==> config.mk <==
export PLATFORM = sky130hd
export DESIGN_NAME = adder_nibble_serial
export DESIGN_NICKNAME = d
export VERILOG_FILES = /design/src/rtl/adder_serial_pkg.sv /design/src/rtl/adder_cla_4bit.sv /design/src/rtl/adder_nibble_serial.sv
export SDC_FILE = /design/constraint.sdc
export NUM_CORES = 1
export LEC_CHECK = 0
export CAP_MARGIN = 10
export CORE_UTILIZATION = 58
export CTS_BUF_LIST = sky130_fd_sc_hd__clkbuf_4 sky130_fd_sc_hd__clkbuf_8
export CTS_CLUSTER_SIZE = 12
export DETAILED_ROUTE_END_ITERATION = 8
export GPL_ROUTABILITY_DRIVEN = 0
export PLACE_DENSITY = 0.92
export SYNTH_ARGS = -nofsm -noshare
export SYNTH_HDL_FRONTEND = slang
export SYNTH_SLANG_ARGS = --single-unit
export TNS_END_PERCENT = 30
==> constraint.sdc <==
create_clock -name clk -period 4.7 [get_ports clk]
set_clock_uncertainty 0.1 [all_clocks]
set_input_delay 0.94 -clock clk [delete_from_list [all_inputs] [get_ports clk]]
set_output_delay 0.94 -clock clk [all_outputs]
set_load 0.01 [all_outputs]
==> src/rtl/adder_serial_pkg.sv <==
// adder_serial_pkg: shared FSM states, nibble size and saturation constants for the serial adder
package adder_serial_pkg;

    typedef enum logic [1:0] {IDLE, RUN, DONE} state_e;

    localparam int NIBBLE = 4;

    // Most-positive ({0,1..1}) or most-negative ({1,0..0}) value for a signed width up to 64 bits
    function automatic logic [63:0] sat_value(input int width, input logic negative);
        sat_value = negative ? (64'd1 << (width - 1)) : ((64'd1 << (width - 1)) - 64'd1);
    endfunction

endpackage

==> src/rtl/adder_cla_4bit.sv <==
// adder_cla_4bit: 4-bit carry-lookahead slice with group P/G and signed-overflow outputs
module adder_cla_4bit (
    input  logic [3:0] a,
    input  logic [3:0] b,
    input  logic       cin,
    output logic [3:0] sum,
    output logic       cout,
    output logic       ovfl,
    output logic       prop_group,
    output logic       gen_group
);

    logic [3:0] p, g;
    logic [4:0] c;

    // Lookahead carries computed directly from generate/propagate terms
    always_comb begin
        p          = a ^ b;
        g          = a & b;
        c[0]       = cin;
        c[1]       = g[0] | (p[0] & cin);
        c[2]       = g[1] | (p[1] & g[0]) | (p[1] & p[0] & cin);
        c[3]       = g[2] | (p[2] & g[1]) | (p[2] & p[1] & g[0]) | (p[2] & p[1] & p[0] & cin);
        gen_group  = g[3] | (p[3] & g[2]) | (p[3] & p[2] & g[1]) | (p[3] & p[2] & p[1] & g[0]);
        prop_group = &p;
        c[4]       = gen_group | (prop_group & cin);
        sum        = p ^ c[3:0];
        cout       = c[4];
        ovfl       = c[3] ^ c[4];
    end

endmodule

==> src/rtl/adder_nibble_serial.sv <==
// adder_nibble_serial: saturating add/subtract computed one nibble per cycle through a shared CLA slice
module adder_nibble_serial
    import adder_serial_pkg::*;
#(
    parameter int WIDTH    = 16,
    parameter bit SATURATE = 1'b1
) (
    input  logic             clk,
    input  logic             rst,
    input  logic             start,
    input  logic             sub,
    input  logic [WIDTH-1:0] a,
    input  logic [WIDTH-1:0] b,
    output logic             busy,
    output logic             done,
    output logic [WIDTH-1:0] sum,
    output logic             zero,
    output logic             neg,
    output logic             ovfl
);

    localparam int              NNIB     = WIDTH / NIBBLE;
    localparam int              KW       = $clog2(NNIB);
    localparam logic [KW-1:0]   K_LAST   = KW'(NNIB - 1);
    localparam logic [WIDTH-1:0] MOST_POS = WIDTH'(sat_value(WIDTH, 1'b0));
    localparam logic [WIDTH-1:0] MOST_NEG = WIDTH'(sat_value(WIDTH, 1'b1));

    state_e            state_q;
    logic [KW-1:0]     k_q;
    logic              carry_q;
    logic [WIDTH-1:0]  a_q, b_q, shadow_q, sum_q;
    logic              zero_q, neg_q, ovfl_q, busy_q, done_q;
    logic [NIBBLE-1:0] a_nib, b_nib, s_nib;
    logic              slice_cout, slice_ovfl;
    logic [WIDTH-1:0]  wrap_d, sum_d;

    // Select the active nibble and form the final (optionally clamped) result for the last edge
    always_comb begin
        a_nib  = a_q[k_q*NIBBLE +: NIBBLE];
        b_nib  = b_q[k_q*NIBBLE +: NIBBLE];
        wrap_d = {s_nib, shadow_q[WIDTH-NIBBLE-1:0]};
        sum_d  = (SATURATE && slice_ovfl) ? (a_q[WIDTH-1] ? MOST_NEG : MOST_POS) : wrap_d;
    end

    adder_cla_4bit u_slice (
        .a          (a_nib),
        .b          (b_nib),
        .cin        (carry_q),
        .sum        (s_nib),
        .cout       (slice_cout),
        .ovfl       (slice_ovfl),
        .prop_group (),
        .gen_group  ()
    );

    // Control FSM, nibble counter, carry chain and result/flag registers
    always_ff @(posedge clk) begin
        if (rst) begin
            state_q  <= IDLE;
            k_q      <= '0;
            carry_q  <= 1'b0;
            a_q      <= '0;
            b_q      <= '0;
            shadow_q <= '0;
            sum_q    <= '0;
            zero_q   <= 1'b0;
            neg_q    <= 1'b0;
            ovfl_q   <= 1'b0;
            busy_q   <= 1'b0;
            done_q   <= 1'b0;
        end else begin
            done_q <= 1'b0;
            if (state_q == RUN) begin
                shadow_q[k_q*NIBBLE +: NIBBLE] <= s_nib;
                carry_q <= slice_cout;
                k_q     <= k_q + 1'b1;
                if (k_q == K_LAST) begin
                    sum_q   <= sum_d;
                    zero_q  <= ~|sum_d;
                    neg_q   <= sum_d[WIDTH-1];
                    ovfl_q  <= slice_ovfl;
                    state_q <= DONE;
                    busy_q  <= 1'b0;
                    done_q  <= 1'b1;
                end
            end else if (start) begin
                a_q     <= a;
                b_q     <= sub ? ~b : b;
                carry_q <= sub;
                k_q     <= '0;
                state_q <= RUN;
                busy_q  <= 1'b1;
            end else begin
                state_q <= IDLE;
            end
        end
    end

    assign busy = busy_q;
    assign done = done_q;
    assign sum  = sum_q;
    assign zero = zero_q;
    assign neg  = neg_q;
    assign ovfl = ovfl_q;

endmodule

==> reports/metrics.yaml, run 1 <==
route:
  firstDrtPassIters: 4
  vias: 2545
  wire_per_inst_um: 13.88
  drc: 0
  ant_nets: 0
  drt_wl_total_mm: 6.344
  drtIter0Drc: 257
  viasPerCell: 5.569
hold_path:
  min-delay-start: "sum[3]$_SDFFE_PP0P_"
  worstHoldEndpoint: "sum[3]$_SDFFE_PP0P_"
  hold_path.class: "reg2reg"
  whs_path_depth: 2
finish:
  postLayoutCellArea_sq_um: 3805
  num-nets-final: 431
  multi_input_area_sq_um: 1602
  syn2layout_area_growth_pct: 22.28
  fillCellCount: 407
  antennaDiodeCount: 0
  seq_area_sq_um: 1381
  fin_util_pct: 74.03
  fin_cells: 457
  drive_above_1_share_pct: 6.718
synthesis:
  synthesis.instances: 343
  synth_warnings: 0
  yosys_register_bits: 69
  syn_area_sq_um: 3112
  yosys.cell_types.count: 35
  synth_top_cell_area_share_pct: 44.39
  yosysTopAreaCell: "dfxtp_1"
  synthesis.nets: 389
  synth_area_leaders: "dfxtp_1, nand2_1, a21oi_1"
  synth_seq_area_share_pct: 44.39
  avgSynthCellArea_sq_um: 9.072
pwr:
  powerDensity_nw_per_um2: 317.1
  leakagePower_uw: 0.001352
  ir_worst_vdd_mv: 0.1847
floorplan:
  die_w_um: 75.25
  fp.dieH_um: 75.25
  ios: 57
  start_util_pct: 60.54
  core_sq_um: 5140
  num_rows: 26
  dieArea_sq_um: 5662
sta:
  maxSlewViolCount: 0
  slew_headroom_pct: 34.51
  finalCritPeriodShare_pct: 75.99
  fin_setup_tns_ns: 0
  finalHoldViolations: 0
  setup_viol: 0
  fin_crit_ns: 3.572
  timing.final.ws_setup_ns: 1.128
  tightest_slew_ns: 0.9765
  rsz0062_at_grt: "no"
  fmax_mhz: 280.0
placed_design:
  portBuffers: 56
  preCtsSetupSlack_ns: 1.172
  post_dp_cell_area_sq_um: 3652
  dp_cells: 444
  post-dp-hpwl_mm: 4.383
clocking:
  cts_sinks: 69
  root_buffer: "clkbuf_8"
  htreeDepth: 3
  cts_resized: 0
  clk_pin_slew_ns: 0.07
  worstSkewPairLatency_ns: 0.34
  cts_buffer_depth: 2
  hold_buffers: 0
  post-cts-setup-buffers: 0
  numCtsBuffers: 9
  cts_tree: "yes"
grt:
  grt_first_pass_wirelength_mm: 10.39
  grt_pass1_vias: 2315
  overflow: 0
  grt_max_degree: 37
  antenna_found_initial: 0
  grt_use_total_pct: 24.74
worst_setup_path:
  cp.arrival_ns: 3.71
  reg2reg_depth: 7
  r2r_start: "k_q[0]$_SDFFE_PP0P_"
  crit_required_ns: 4.84
  ff2ff_setup_slack_ns: 1.13
  critPathKind: "reg2reg"
  cp-start-kind: "flip-flop"
  crit_fanout: 15
  crit_path_end_kind: "flip-flop"
  worstReg2RegEnd: "zero$_SDFFE_PP0P_"
run:
  cap_violations: 0
outcome:
  outcome: "completed"
[power breakdown]
| part | leakage [uW] | switching (uW) | internal (uW) |
|---|---|---|---|
| sequential | 0.000563 | 18.5 | 609 |
| combinational | 0.000705 | 94.8 | 87.0 |
| clock | 0.0000836 | 203 | 194 |
[cells in the mapped netlist, drive strengths merged]
cell,number
a211o,1
a211oi,18
a21oi,36
a221oi,1
a22oi,12
a31o,1
and2,3
and4b,1
buf,10
clkbuf,17
dfxtp,69
fa,1
ha,9
inv,3
mux2i,4
mux4,8
nand2,51
nand2b,3
nand4,1
nor2,42
nor2b,1
nor3,4
nor4,3
nor4b,3
o211ai,14
o21a,3
o21ai,1
o31ai,1
o41ai,1
or3,1
xnor2,17
xor2,3
[cells in the final DEF, fill, tap and decap left out, types with 2 or more instances in the layout]
cell type / count
o21a_1: 3
nor4b_1: 3
buf_4: 2
a22oi_1: 12
dfxtp_1: 69
mux2i_1: 4
nor3_1: 4
nor2_1: 42
nand2_1: 51
and2_1: 3
a211oi_1: 18
ha_1: 9
clkinv_2: 3
mux4_2: 8
a21oi_1: 36
o211ai_1: 14
clkdlybuf4s50_1: 55
xor2_1: 3
clkbuf_8: 10
nor4_1: 3
inv_1: 3
xnor2_1: 17
nand2b_1: 3
[worst max-delay path, cell delays in order (launching register included)]
cell,delay [ns]
dfxtp_1,0.80
mux4_2,0.62
ha_1,0.41
nor2_1,0.09
and4b_1,0.20
o31ai_2,0.78
o41ai_2,0.20
a31o_1,0.26
[worst max-delay path by stage]
stage	start	endpoint	slack [ns]	cells after the start
after global placement	k_q[0]$_SDFFE_PP0P_	zero$_SDFFE_PP0P_	1.29	7
after CTS	k_q[0]$_SDFFE_PP0P_	zero$_SDFFE_PP0P_	1.13	7
final	k_q[0]$_SDFFE_PP0P_	zero$_SDFFE_PP0P_	1.13	7
after floorplan	k_q[0]$_SDFFE_PP0P_	zero$_SDFFE_PP0P_	1.57	9
after global routing	k_q[0]$_SDFFE_PP0P_	zero$_SDFFE_PP0P_	0.96	7
after detailed placement	k_q[0]$_SDFFE_PP0P_	zero$_SDFFE_PP0P_	1.17	7
[cell families (layout without fill, tap and decap cells)]
logic type	after synthesis	count (layout)	synth area share, %
XOR/XNOR	20	20	5.629
flip-flops	69	69	44.39
buffers and inverters	30	74	4.141
adder cells (fa/ha/maj)	10	10	4.262
AND/OR/NAND/NOR	113	113	15.44
multiplexers	12	12	7.077
AO/OA/AOI/OAI	89	89	19.06
[sequential cells by signal, summed over array words and instances (netlist names)]
| name | cells |
|---|---|
| k_q | 2 |
| ovfl | 1 |
| busy | 1 |
| state_q | 2 |
| shadow_q | 12 |
| sum | 16 |
| b_q | 16 |
| zero | 1 |
| carry_q | 1 |
| done | 1 |
| a_q | 16 |
[per-layer routing]
metal / vias to the layer above / GRT usage [%] / wire (um)
met1: 1148 / 29.74 / 2745
met4: 0 / 11.32 / 153
met5: - / 0 / 0
met2: 84 / 41.54 / 3113
li1: 1296 / - / -
met3: 17 / 6.693 / 331
[final cells by class]
cell class | count | share of cell area (%)
multi-input combinational | 244 | 42.09
sequential | 69 | 36.30
timing repair buffer | 58 | 15.00
clock buffer | 10 | 3.617
tap | 70 | 2.302
clock inverter | 3 | 0.3946
inverter | 3 | 0.2960
[stage by stage]
stage	power (uW)	hold slack [ns]
after floorplan	760.2	0.3331
after global placement	812.9	0.3384
after detailed placement	819.0	0.3438
after CTS	1208	0.3514
after global routing	1253	0.3682
final	1206	0.3498
(Power assumes the default switching activity.)
==> inputs of run 2 (changes only) <==
--- a/config.mk
+++ b/config.mk
@@ -6,12 +6,12 @@
 export NUM_CORES = 1
 export LEC_CHECK = 0
 export CAP_MARGIN = 10
-export CORE_UTILIZATION = 58
+export CORE_UTILIZATION = 49
 export CTS_BUF_LIST = sky130_fd_sc_hd__clkbuf_4 sky130_fd_sc_hd__clkbuf_8
 export CTS_CLUSTER_SIZE = 12
 export DETAILED_ROUTE_END_ITERATION = 8
 export GPL_ROUTABILITY_DRIVEN = 0
-export PLACE_DENSITY = 0.92
+export PLACE_DENSITY = 0.83
 export SYNTH_ARGS = -nofsm -noshare
 export SYNTH_HDL_FRONTEND = slang
 export SYNTH_SLANG_ARGS = --single-unit
==> constraint.sdc (replaced) <==
create_clock -name clk -period 2.95 [get_ports clk]
set_clock_uncertainty 0.1 [all_clocks]
set_input_delay 0.59 -clock clk [delete_from_list [all_inputs] [get_ports clk]]
set_output_delay 0.59 -clock clk [all_outputs]
set_load 0.01 [all_outputs]
==> run 2 against run 1 <==
Sequential cell count stayed put. Die area is 18% higher. Register-to-register slack got worse by 0.97 ns. Cell count increased by 5.5%. Combinational power rose by 80%. Maximum frequency increased by 28%. Worst setup slack worse by 0.97 ns. Critical path depth grew 1. Highest routed layer unchanged.
==> reports/metrics.yaml, run 2 (synthesis results as in run 1) <==
grt:
  grt.busiest_layer: "met2"
  grt_use_total_pct: 22.54  # -2.2 points
  antenna_found_initial: 0  # unchanged
  use_met2_pct: 39.08  # -2.5 points
  grt_first_pass_wirelength_mm: 11.25  # +8.3%
  use_met3_pct: 5.778  # -0.92 points
  grt_pass1_vias: 2577  # +11%
  grt_max_degree: 46  # +24%
  met1_usage_pct: 25.38  # -4.4 points
  overflow: 0  # unchanged
sta:
  hold_ws_ns: 0.3514  # +0.001550 ns
  finalHoldViolations: 0  # unchanged
  finalCritPeriodShare_pct: 94.48  # +18 points
  fin_setup_tns_ns: 0  # unchanged
  timing.final.ws_setup_ns: 0.1630  # -0.9655 ns
  fmax_mhz: 358.8  # +28%
  fin_crit_ns: 2.787  # -0.7845 ns
  tightest_slew_ns: 0.7378  # -0.2387 ns
  slew_headroom_pct: 50.12  # +16 points
  rsz0062_at_grt: "no"
  maxSlewViolCount: 0  # unchanged
  setup_viol: 0  # unchanged
route:
  vias: 2626  # +3.2%
  wire_per_inst_um: 13.99  # +0.76%
  ant_nets: 0  # unchanged
  firstDrtPassIters: 4  # unchanged
  drt_wl_total_mm: 6.742  # +6.3%
  drtIter0Drc: 80  # -69%
  drc: 0  # unchanged
  viasPerCell: 5.448  # -2.2%
finish:
  fin_util_pct: 66.67  # -7.4 points
  antennaDiodeCount: 0  # unchanged
  layout_common_cells: "dfxtp_1, clkdlybuf4s50_1, nand2_1"
  final_common_cell: "dfxtp_1"
  num-nets-final: 449  # +4.2%
  postLayoutCellArea_sq_um: 4018  # +5.6%
  drive_above_1_share_pct: 11.79  # +5.1 points
  syn2layout_area_growth_pct: 29.11
clocking:
  cts_tree: "yes"
  numCtsBuffers: 9  # unchanged
  root_buffer: "clkbuf_8"
  cts_buffer_depth: 2  # unchanged
  post-cts-setup-buffers: 0  # unchanged
  cts_sinks: 69  # unchanged
  clk_pin_slew_ns: 0.07  # about the same
  htreeDepth: 3  # unchanged
  worstSkewPairLatency_ns: 0.35  # about the same
pwr:
  share_comb_of_total_power_pct: 15.6  # +0.5 points
  switching_power_uw: 539.8  # +71%
  leakagePower_uw: 0.001473  # +9.0%
  powerDensity_nw_per_um2: 521.0  # +64%
  internal_power_uw: 1553  # +75%
  pwr-share-seq_pct: 47.6  # -4.4 points
  p_clk_share_pct: 36.7  # +3.8 points
  ir_worst_vdd_mv: 0.3728  # +100%
  p_sw_share_pct: 25.79  # -0.42 points
worst_setup_path:
  reg2reg_depth: 8  # +1
  crit_fanout: 13  # -2
  crit_required_ns: 3.08  # -1.76 ns
  ff2ff_setup_slack_ns: 0.16  # -0.97 ns
  critPathKind: "reg2reg"
  cp.arrival_ns: 2.92  # -0.79 ns
  r2r_start: "k_q[0]$_SDFFE_PP0P_"
  worstReg2RegEnd: "sum[4]$_SDFFE_PP0P_"
  startpoint: "k_q[0]$_SDFFE_PP0P_"
  cp-start-kind: "flip-flop"
  crit_path_end_kind: "flip-flop"
  crit_path_end: "sum[4]$_SDFFE_PP0P_"
floorplan:
  die_w_um: 81.69  # +8.6%
  dieArea_sq_um: 6673  # +18%
  core_sq_um: 6026  # +17%
  ios: 57  # unchanged
  fp.dieH_um: 81.69  # +8.6%
  num_rows: 28  # +7.7%
  start_util_pct: 51.64  # -8.9 points
hold_path:
  hold_path.class: "reg2reg"
placed_design:
  preCtsSetupSlack_ns: -0.03414  # -1.206 ns
  portBuffers: 56  # unchanged
  post-dp-hpwl_mm: 4.972  # +13%
  post_dp_cell_area_sq_um: 3819  # +4.6%
run:
  cap_violations: 0  # unchanged
outcome:
  outcome: "completed"
## run 2: power groups by stage
stage / combinational [uW] / clock, uW / sequential (uW)
finish: 327 / 769 / 997
global route: 358 / 812 / 1000
CTS: 328 / 780 / 997
detailed placement: 326 / 0 / 1020
global placement: 317 / 0 / 1020
floorplan: 203 / 0 / 1010
## run 2: metal layers
layer,vias to the layer above,part of all wire (%)
li1,1330,-
met1,1207,42
met2,70,51
met3,19,4.3
met4,0,2.8
met5,-,0
## run 2: layout make-up
class                           instances  area (sq um)
Tap cell                               75         93.84
Sequential cell                        69          1386
Inverter                                3         11.26
Fill cell                             481          2008
Timing Repair Buffer                   76         730.7
Clock buffer                           11         145.1
Multi-Input combinational cell        244          1602
Clock inverter                          4         48.80
## run 2: worst min-delay path by stage
stage	from	endpoint	slack, ns	cells past startpoint
after floorplan	a_q[10]$_SDFFE_PP0P_	a_q[10]$_SDFFE_PP0P_	0.33	2
after CTS	sum[4]$_SDFFE_PP0P_	sum[4]$_SDFFE_PP0P_	0.35	2
final	sum[5]$_SDFFE_PP0P_	sum[5]$_SDFFE_PP0P_	0.35	2
after global placement	sum[10]$_SDFFE_PP0P_	sum[10]$_SDFFE_PP0P_	0.34	2
after global routing	sum[5]$_SDFFE_PP0P_	sum[5]$_SDFFE_PP0P_	0.36	2
after detailed placement	sum[4]$_SDFFE_PP0P_	sum[4]$_SDFFE_PP0P_	0.34	2
## run 2: through the flow
step           instances  total power (uW)
2_1_floorplan        343              1212
3_3_place_gp         467              1334
3_5_place_dp         467              1345
4_1_cts              482              2105
5_1_grt              482              2172
6_report             482              2093
## run 2: what timing repair did
action | 4_1_cts | 5_1_grt
gates cloned | 0 | 0
hold endpoints to repair | 0 | 0
resized for setup | 1 | 2
setup endpoints to repair | 13 | 10
hold buffers | 0 | 0
## run 2: critical path: stages, from the launching register on
cell	delay [ns]
dfxtp_4	0.42
mux4_2	0.52
ha_1	0.37
o21a_1	0.17
a21oi_1	0.08
or3_1	0.50
buf_4	0.23
o211ai_1	0.19
a21oi_1	0.09
